<file path="src/rtl/fp_div_iter.sv">
`default_nettype none
// ============================================================================
//  Module      : fp_div_iter
//  Description : Iterative floating-point divider (bfloat16 by default).
//                Radix-2 restoring mantissa division, one quotient bit per
//                cycle, IEEE-style special cases, RNE or truncation,
//                exception flags, valid/ready on both sides.
//  Revision    : 1.0  initial release
// ============================================================================
module fp_div_iter #(
    parameter int EXP_W  = 8,
    parameter int MAN_W  = 7,
    parameter int RNE_EN = 1
) (
    input  logic                   clk,
    input  logic                   rst_n,
    input  logic                   in_valid,
    output logic                   in_ready,
    input  logic [EXP_W+MAN_W:0]   a,
    input  logic [EXP_W+MAN_W:0]   b,
    output logic                   out_valid,
    input  logic                   out_ready,
    output logic [EXP_W+MAN_W:0]   c,
    output logic [4:0]             flags
);

    localparam int W    = 1 + EXP_W + MAN_W;
    localparam int N    = MAN_W + 3;          // quotient bits produced
    localparam int EW   = EXP_W + 2;          // signed working exponent width
    localparam int RW   = MAN_W + 2;          // partial remainder width
    localparam int CW   = $clog2(N + 1);
    localparam int BIAS = 2**(EXP_W-1) - 1;

    localparam logic [EXP_W-1:0]    EXP_ONES = {EXP_W{1'b1}};
    localparam logic signed [EW-1:0] EMAX    = EW'((2**EXP_W) - 1);
    localparam logic signed [EW-1:0] EZERO   = '0;
    // Canonical quiet NaN is returned with a positive sign.
    localparam logic [W-1:0]        QNAN     = {1'b0, EXP_ONES, 1'b1, {(MAN_W-1){1'b0}}};

    typedef enum logic [1:0] {
        S_IDLE = 2'd0,
        S_CALC = 2'd1,
        S_NORM = 2'd2,
        S_DONE = 2'd3
    } state_t;

    state_t                 state_q, state_d;
    logic                   sign_q, sign_d;
    logic signed [EW-1:0]   exp_q, exp_d;
    logic [MAN_W:0]         mb_q, mb_d;
    logic [RW-1:0]          rem_q, rem_d;
    logic [N-1:0]           quo_q, quo_d;
    logic [CW-1:0]          cnt_q, cnt_d;
    logic [W-1:0]           c_q, c_d;
    logic [4:0]             flags_q, flags_d;

    // Operand field decode
    logic                   w_sa, w_sb, w_sign;
    logic [EXP_W-1:0]       w_ea, w_eb;
    logic [MAN_W-1:0]       w_fa, w_fb;
    logic                   w_a_zero, w_b_zero, w_a_inf, w_b_inf;
    logic                   w_a_nan, w_b_nan, w_a_snan, w_b_snan;
    logic signed [EW-1:0]   w_exp0;

    assign {w_sa, w_ea, w_fa} = a;
    assign {w_sb, w_eb, w_fb} = b;
    assign w_sign   = w_sa ^ w_sb;
    assign w_a_zero = (w_ea == '0);
    assign w_b_zero = (w_eb == '0);
    assign w_a_inf  = (w_ea == EXP_ONES) && (w_fa == '0);
    assign w_b_inf  = (w_eb == EXP_ONES) && (w_fb == '0);
    assign w_a_nan  = (w_ea == EXP_ONES) && (w_fa != '0);
    assign w_b_nan  = (w_eb == EXP_ONES) && (w_fb != '0);
    assign w_a_snan = w_a_nan && !w_fa[MAN_W-1];
    assign w_b_snan = w_b_nan && !w_fb[MAN_W-1];
    assign w_exp0   = EW'(w_ea) - EW'(w_eb) + EW'(BIAS);

    // Special-case result selection, first matching rule wins
    logic           w_special;
    logic [W-1:0]   w_spec_c;
    logic [4:0]     w_spec_f;

    always_comb begin
        w_special = 1'b1;
        w_spec_c  = '0;
        w_spec_f  = '0;
        if (w_a_nan || w_b_nan) begin
            w_spec_c    = QNAN;
            w_spec_f[4] = w_a_snan || w_b_snan;
        end else if ((w_a_zero && w_b_zero) || (w_a_inf && w_b_inf)) begin
            w_spec_c    = QNAN;
            w_spec_f[4] = 1'b1;
        end else if (w_a_inf) begin
            w_spec_c    = {w_sign, EXP_ONES, {MAN_W{1'b0}}};
        end else if (w_b_zero) begin
            w_spec_c    = {w_sign, EXP_ONES, {MAN_W{1'b0}}};
            w_spec_f[3] = 1'b1;
        end else if (w_a_zero || w_b_inf) begin
            w_spec_c    = {w_sign, {(W-1){1'b0}}};
        end else begin
            w_special   = 1'b0;
        end
    end

    // One restoring-division step: compare, conditionally subtract, shift
    logic           w_ge;
    logic [RW-1:0]  w_rem_sub, w_rem_next;

    assign w_ge       = (rem_q >= {1'b0, mb_q});
    assign w_rem_sub  = w_ge ? (rem_q - {1'b0, mb_q}) : rem_q;
    assign w_rem_next = {w_rem_sub[RW-2:0], 1'b0};

    // Normalise, round and range-check the finished quotient
    logic [MAN_W-1:0]       w_frac_t;
    logic                   w_g, w_r, w_s, w_inc;
    logic [MAN_W:0]         w_sum;
    logic signed [EW-1:0]   w_e_n, w_e_r;
    logic [W-1:0]           w_norm_c;
    logic [4:0]             w_norm_f;

    always_comb begin
        w_frac_t = '0;
        w_g      = 1'b0;
        w_r      = 1'b0;
        w_e_n    = exp_q;
        if (quo_q[N-1]) begin
            w_frac_t = quo_q[N-2 -: MAN_W];
            w_g      = quo_q[1];
            w_r      = quo_q[0];
        end else begin
            // quotient below 1: one extra position of precision, exponent drops
            w_frac_t = quo_q[N-3 -: MAN_W];
            w_g      = quo_q[0];
            w_e_n    = exp_q - EW'(1);
        end
        w_s      = |rem_q;
        w_inc    = (RNE_EN != 0) && w_g && (w_r || w_s || w_frac_t[0]);
        w_sum    = {1'b0, w_frac_t} + {{MAN_W{1'b0}}, w_inc};
        w_e_r    = w_sum[MAN_W] ? (w_e_n + EW'(1)) : w_e_n;
        if (w_e_r >= EMAX) begin
            w_norm_c = {sign_q, EXP_ONES, {MAN_W{1'b0}}};
            w_norm_f = 5'b00101;
        end else if (w_e_r <= EZERO) begin
            w_norm_c = {sign_q, {(W-1){1'b0}}};
            w_norm_f = 5'b00011;
        end else begin
            w_norm_c = {sign_q, w_e_r[EXP_W-1:0], w_sum[MAN_W-1:0]};
            w_norm_f = {4'b0000, w_g | w_r | w_s};
        end
    end

    // Next-state and datapath update
    always_comb begin
        state_d = state_q;
        sign_d  = sign_q;
        exp_d   = exp_q;
        mb_d    = mb_q;
        rem_d   = rem_q;
        quo_d   = quo_q;
        cnt_d   = cnt_q;
        c_d     = c_q;
        flags_d = flags_q;
        case (state_q)
            S_IDLE: begin
                if (in_valid) begin
                    sign_d = w_sign;
                    exp_d  = w_exp0;
                    mb_d   = {1'b1, w_fb};
                    rem_d  = {1'b0, 1'b1, w_fa};
                    quo_d  = '0;
                    cnt_d  = '0;
                    if (w_special) begin
                        c_d     = w_spec_c;
                        flags_d = w_spec_f;
                        state_d = S_DONE;
                    end else begin
                        state_d = S_CALC;
                    end
                end
            end
            S_CALC: begin
                rem_d = w_rem_next;
                quo_d = {quo_q[N-2:0], w_ge};
                cnt_d = cnt_q + CW'(1);
                if (cnt_q == CW'(N - 1)) begin
                    state_d = S_NORM;
                end
            end
            S_NORM: begin
                c_d     = w_norm_c;
                flags_d = w_norm_f;
                state_d = S_DONE;
            end
            S_DONE: begin
                if (out_ready) begin
                    state_d = S_IDLE;
                end
            end
            default: state_d = S_IDLE;
        endcase
    end

    // State register
    always_ff @(posedge clk or negedge rst_n) begin
        if (!rst_n) begin
            state_q <= S_IDLE;
        end else begin
            state_q <= state_d;
        end
    end

    // Datapath and result registers
    always_ff @(posedge clk or negedge rst_n) begin
        if (!rst_n) begin
            sign_q  <= 1'b0;
            exp_q   <= '0;
            mb_q    <= '0;
            rem_q   <= '0;
            quo_q   <= '0;
            cnt_q   <= '0;
            c_q     <= '0;
            flags_q <= '0;
        end else begin
            sign_q  <= sign_d;
            exp_q   <= exp_d;
            mb_q    <= mb_d;
            rem_q   <= rem_d;
            quo_q   <= quo_d;
            cnt_q   <= cnt_d;
            c_q     <= c_d;
            flags_q <= flags_d;
        end
    end

    assign in_ready  = (state_q == S_IDLE);
    assign out_valid = (state_q == S_DONE);
    assign c         = c_q;
    assign flags     = flags_q;

endmodule
`default_nettype wire

</file>
<file path="config.mk">
export PLATFORM = sky130hd
export DESIGN_NAME = fp_div_iter
export DESIGN_NICKNAME = d
export VERILOG_FILES = /design/src/rtl/fp_div_iter.sv
export SDC_FILE = /design/constraint.sdc
export NUM_CORES = 1
export LEC_CHECK = 0
export CAP_MARGIN = 20
export CORE_ASPECT_RATIO = 0.5
export CORE_MARGIN = 2
export CORE_UTILIZATION = 61
export CTS_CLUSTER_DIAMETER = 120
export DETAILED_ROUTE_END_ITERATION = 16
export GPL_TIMING_DRIVEN = 0
export PLACE_DENSITY = 0.95
export SETUP_SLACK_MARGIN = 0.02
export SYNTH_ARGS = -nofsm -noshare
export SYNTH_HDL_FRONTEND = slang
export SYNTH_SLANG_ARGS = --single-unit
</file>
<file path="constraint.sdc">
create_clock -name clk -period 7.3 [get_ports clk]
set_input_delay 2.19 -clock clk [delete_from_list [all_inputs] [get_ports clk]]
set_output_delay 2.19 -clock clk [all_outputs]
set_load 0.05 [all_outputs]
</file>
Word-level counts from Yosys, hierarchy flattened --
Cells that the tools add are included.
Word-level totals: register bits 65, input bits 36, logic and storage cells 106
Cells by class: add/sub/neg operators 7, magnitude comparators 3, eq/ne operators 10, muxes and demuxes 43, bitwise operators 3, reductions and logical operators 31
Operators by type and width (number):
- 16-bit two-way mux | 7
- 16-bit one-hot mux with 2 select lines | 1
- 10-bit two-way mux | 3
- 15-bit two-way mux | 2
- 10-bit one-hot mux with 2 select lines | 1
- 9-bit one-hot mux with 2 select lines | 1
- 8-bit equality test, second input constant | 2
- 8-bit zero test | 2
- 7-bit zero test | 2
- 7-bit nonzero test | 2
- 1-bit two-way mux | 13
- 10-bit by 2-bit adder with 10-bit output, second input constant | 1
- 9-bit by 8-bit adder with 10-bit output, second input constant | 1
- 10-bit by 9-bit >= comparator with 1-bit output, second input constant | 1
- 10-bit by 1-bit <= comparator with 1-bit output, second input constant | 1
- 2-bit two-way mux | 5
- 5-bit two-way mux | 2
- 5-bit one-hot mux with 2 select lines | 1
- 10-bit by 2-bit subtractor with 10-bit output, second input constant | 1
- 9-bit by 8-bit >= comparator with 1-bit output | 1
- 1-bit logical AND | 9
- 9-bit two-way mux | 1
- 9-bit OR reduction | 1
- 8-bit by 8-bit subtractor with 9-bit output | 1
- other kinds (22) | 35

Depth between registers and ports, before layout --
depth after elaboration 11, mapped depth 17

Least setup slack after synthesis --
OpenSTA, ideal clock, no wires.
kind input port to flip-flop, start point input a[7], end point register exp_q[8], arrival 4290 ps, slack 2941 ps, cell stages on the path 11, path buffers 0, cells stage by stage inv_1 > ha_1 > inv_1 > fa_1 > a21o_1 > a21oi_1 > xnor2_1 > a2111oi_0 > nand2_1 > a21o_1 > nand3_1
On the way: word-level cells in the longest chain between the ends 2
Ends and longest elaborated chain:
- start: declaration | RTL line 19 | input logic [EXP_W+MAN_W:0] a,
- 8-bit by 8-bit subtractor with 9-bit output | RTL line 76 | assign w_exp0 = EW'(w_ea) - EW'(w_eb) + EW'(BIAS);
- 9-bit by 8-bit adder with 10-bit output | RTL line 76
- end signal: assignment | RTL line 225 | exp_q <= exp_d;
- end: declaration | RTL line 49 | logic signed [EW-1:0] exp_q, exp_d;
No other way between the ends. A chain may end at the register's enable or synchronous reset.

Worst setup path in the final report --
Same ends and word-level chain as after synthesis.

==> results.yml <==
outcome:
  status: "finished clean"
grt:
  grt_max_degree: 66
  met3_usage: 0.09142
  grt_use_total: 0.3105
  grt_pass1_wl_um: 20080
  antenna_found_initial: 0
  grt.busiest_layer: "met2"
  met1_usage: 0.3988
  use_met2: 0.5180
  grt_pass1_vias: 4218
  grt_remaining_overflow: 0
hold_path:
  holdPathStages: 2
  hold_end: "mb_q[7]"
  min_from: "mb_q[7]"
  min_path_type: "flip-flop to flip-flop"
cells_and_area:
  final_cell_mix: "dfrtp_1 (65), clkdlybuf4s50_1 (56), nand2_1 (54), inv_1 (44), o21ai_0 (39)"
  fill_cells: 486
  final_common_cell: "dfrtp_1"
  drive_above_1_share: 0.06230
  n_antenna_cell: 0
  syn_to_final_growth_pct: 20.90
  design_area_sq_um: 5704
  fin_nets: 670
  instances_no_fill: 706
timing:
  fmax_mhz: 204.1
  worst_pin_slew_ns: 0.8249
  fin_tns_setup_ns: 0
  finalMaxSlewViolations: 0
  setup_violations: 0
  hold_viol_final: 0
  relSlewSlack: 0.4501
  period_share: 0.6711
  finalCriticalPeriod_ns: 4.899
  rsz0062_at_grt: "false"
  fin_skew_ns: 0.008344
synthesis:
  synth_cells: 537
  synth_edf_count: 0
  synth_cell_types: 61
  yosysWarningCount: 0
  synthesis.area_sq_um: 4718
  avgSynthCellArea_sq_um: 8.786
  yosys_register_bits: 65
  synth_ff_type: "dfrtp_1"
  synthArstFlopShare: 1.000
  seq_area_frac_synth: 0.3447
  syn_nets: 602
placement:
  dp.cells: 690
  place.port_buffers: 57
  hpwlAfterDp_um: 8909
  place_area_sq_um: 5406
  place_congestion: 0.9114
die:
  fp.dieH_um: 66.19
  start_util: 0.6372
  core_sq_um: 7405
  io_pins: 59
  rows: 22
  die_w_um: 128.4
  die-area_sq_um: 8497
drt:
  drc: 0
  antenna_left: 0
  via_count: 4540
  wl_per_cell_um: 17.43
  totalWireLength_um: 12310
  vias_per_cell: 6.431
  first_iter_violations: 405
  drt_first_pass_iters: 8
cts:
  root_buffer: "clkbuf_16"
  cts_max_level: 3
  cts.sinks: 65
  cts-buffers-inserted: 9
  clk_pin_slew_ns: 0.06
  cts_setup_buffers: 0
  clk-insertion-delay-late_ns: 0.34
  cts_tree: "built"
  clk_path_buf_depth: 2
  postCtsResizedCells: 0
  cts_hold_buf: 0
critical_path:
  r2r-start: "quo_q[9]"
  rr_endpoint: "c[5]"
  crit_type: "primary input to flip-flop"
  critPathLaunchType: "primary input"
  worstSetupEndpointType: "flip-flop"
  required_ns: 7.58
  critPathMaxFanout: 3
  slowest_delay_ns: 0.72
  path_delay_family: "compound AO/OA/AOI/OAI gates"
  reg2regPathDepth: 16
  path_buf_inv: 3
  crit_slowest_cell: "a2111oi_0"
  crit_chain: "clkdlybuf4s50_1 > inv_1 > ha_1 > inv_1 > fa_1 > a21o_1 > a21oi_1 > xnor2_1 > a2111oi_0 > nand2_1 > a21o_1 > nand3_1"
  cp.arrival_ns: 5.18
  rrSetupSlack_ns: 2.84
run:
  cap_violations: 0
power_and_ir_drop:
  vdd_drop_max_mv: 0.2432
  p_leak_nw: 2.449
  totalPowerFinal_mw: 2.538
  p_per_area_nw_per_um2: 444.9
cell type report:
cell class | instances | area (sq um) | area share
Tap cell | 96 | 120.1 | 0.02106
Buffer | 28 | 127.6 | 0.02237
Clock inverter | 5 | 55.05 | 0.009651
Timing Repair Buffer | 57 | 568.0 | 0.09958
Multi-Input combinational cell | 400 | 2799 | 0.4907
Clock buffer | 11 | 242.7 | 0.04255
Inverter | 44 | 165.2 | 0.02895
Sequential cell | 65 | 1627 | 0.2852
worst max-delay path by stage:
stage / start / endpoint / slack [ns] / depth (start not counted)
2_1_floorplan: a[7] / exp_q[8] / 2.94 / 11
3_3_place_gp: rst_n / c[7] / 1.91 / 1
3_5_place_dp: a[7] / exp_q[8] / 2.13 / 12
4_1_cts: b[7] / exp_q[8] / 2.46 / 11
5_1_grt: a[7] / exp_q[8] / 2.30 / 12
6_report: a[7] / exp_q[8] / 2.40 / 12
report_power, final:
group          switching (mW)  leakage, nW  internal [mW]
registers               0.120        0.828          0.503
logic                   0.901         1.48          0.577
clock network           0.165        0.142          0.272
total                    1.19         2.45           1.35
worst reg2reg max path, stage by stage, from the launching register on:
cell	delay, ns
dfrtp_1	0.34
buf_6	0.16
buf_2	0.29
clkbuf_1	0.45
mux2i_1	0.18
a21oi_1	0.20
ha_1	0.22
nand4_1	0.08
nor4_1	0.31
buf_2	0.28
nand2_1	0.09
xnor2_1	0.28
or4b_1	0.47
o41a_1	0.45
and3_1	0.23
buf_6	0.13
a22o_1	0.18
cells in the mapped netlist (2+ instances only):
| master | instances | area (sq um) |
|---|---|---|
| dfrtp_1 | 65 | 1627 |
| nand2_1 | 54 | 202.7 |
| inv_1 | 44 | 165.2 |
| o21ai_0 | 39 | 195.2 |
| nor2_1 | 31 | 116.4 |
| a21oi_1 | 27 | 135.1 |
| ha_1 | 27 | 337.8 |
| xnor2_1 | 24 | 210.2 |
| clkbuf_1 | 22 | 82.58 |
| a22o_1 | 16 | 140.1 |
| mux2i_1 | 15 | 150.1 |
| xor2_1 | 12 | 105.1 |
| mux2_2 | 11 | 123.9 |
| nor4_1 | 11 | 68.82 |
| nand3_1 | 10 | 50.05 |
| nand4_1 | 10 | 62.56 |
| a221o_1 | 9 | 90.09 |
| nor3_1 | 9 | 45.04 |
| and3_1 | 8 | 50.05 |
| a21boi_0 | 6 | 45.04 |
| a21o_1 | 6 | 45.04 |
| nand2b_1 | 6 | 37.54 |
| o211ai_1 | 5 | 37.54 |
| a211oi_1 | 4 | 30.03 |
| or3_1 | 4 | 25.02 |
| a31oi_1 | 3 | 18.77 |
| buf_2 | 3 | 15.01 |
| nand3b_1 | 3 | 22.52 |
| nor2b_1 | 3 | 18.77 |
| nor3b_1 | 3 | 22.52 |
| o22ai_1 | 3 | 18.77 |
| o31ai_1 | 3 | 22.52 |
| or2_2 | 3 | 18.77 |
| or4_1 | 3 | 22.52 |
| buf_6 | 2 | 22.52 |
| fa_1 | 2 | 40.04 |
| nand4b_1 | 2 | 17.52 |
| nor4b_1 | 2 | 17.52 |
| o211a_1 | 2 | 20.02 |
| o21ai_1 | 2 | 10.01 |
| o221ai_1 | 2 | 17.52 |
| or4b_1 | 2 | 20.02 |
registers in the layout (all words and copies together), names as in the netlist:
register  cells
exp_q        10
sign_q        1
mb_q          8
flags         5
rem_q         9
cnt_q         4
quo_q        10
c            16
state_q       2
logic make-up (layout without fill, tap and decap cells):
group | Yosys count | count (layout) | synth area share
and+or+nand+nor | 169 | 169 | 0.1888
adders and majority gates | 29 | 29 | 0.08008
xor gates and xnor gates | 36 | 36 | 0.06683
buffers and inverters | 72 | 145 | 0.06205
AOI/OAI and AO/OA | 140 | 140 | 0.1994
muxes | 26 | 26 | 0.05807
DFF | 65 | 65 | 0.3447
stage by stage:
step | hold WS, ns | utilization | setup slack [ns]
2_1_floorplan | 0.4181 | - | 2.941
6_report | 0.4799 | 0.7704 | 2.401
3_3_place_gp | 0.4371 | 0.7305 | 1.914
4_1_cts | 0.4739 | 0.7704 | 2.460
5_1_grt | 0.5050 | 0.7704 | 2.298
3_5_place_dp | 0.4659 | 0.7301 | 2.129
routing by layer:
metal  vias up  routed length, um
met5         -                  0
met1      2204               5290
met3        43                968
met2       213               5758
met4         0                290
li1       2080                  -
Note: power is estimated with default switching activity, not from simulation.
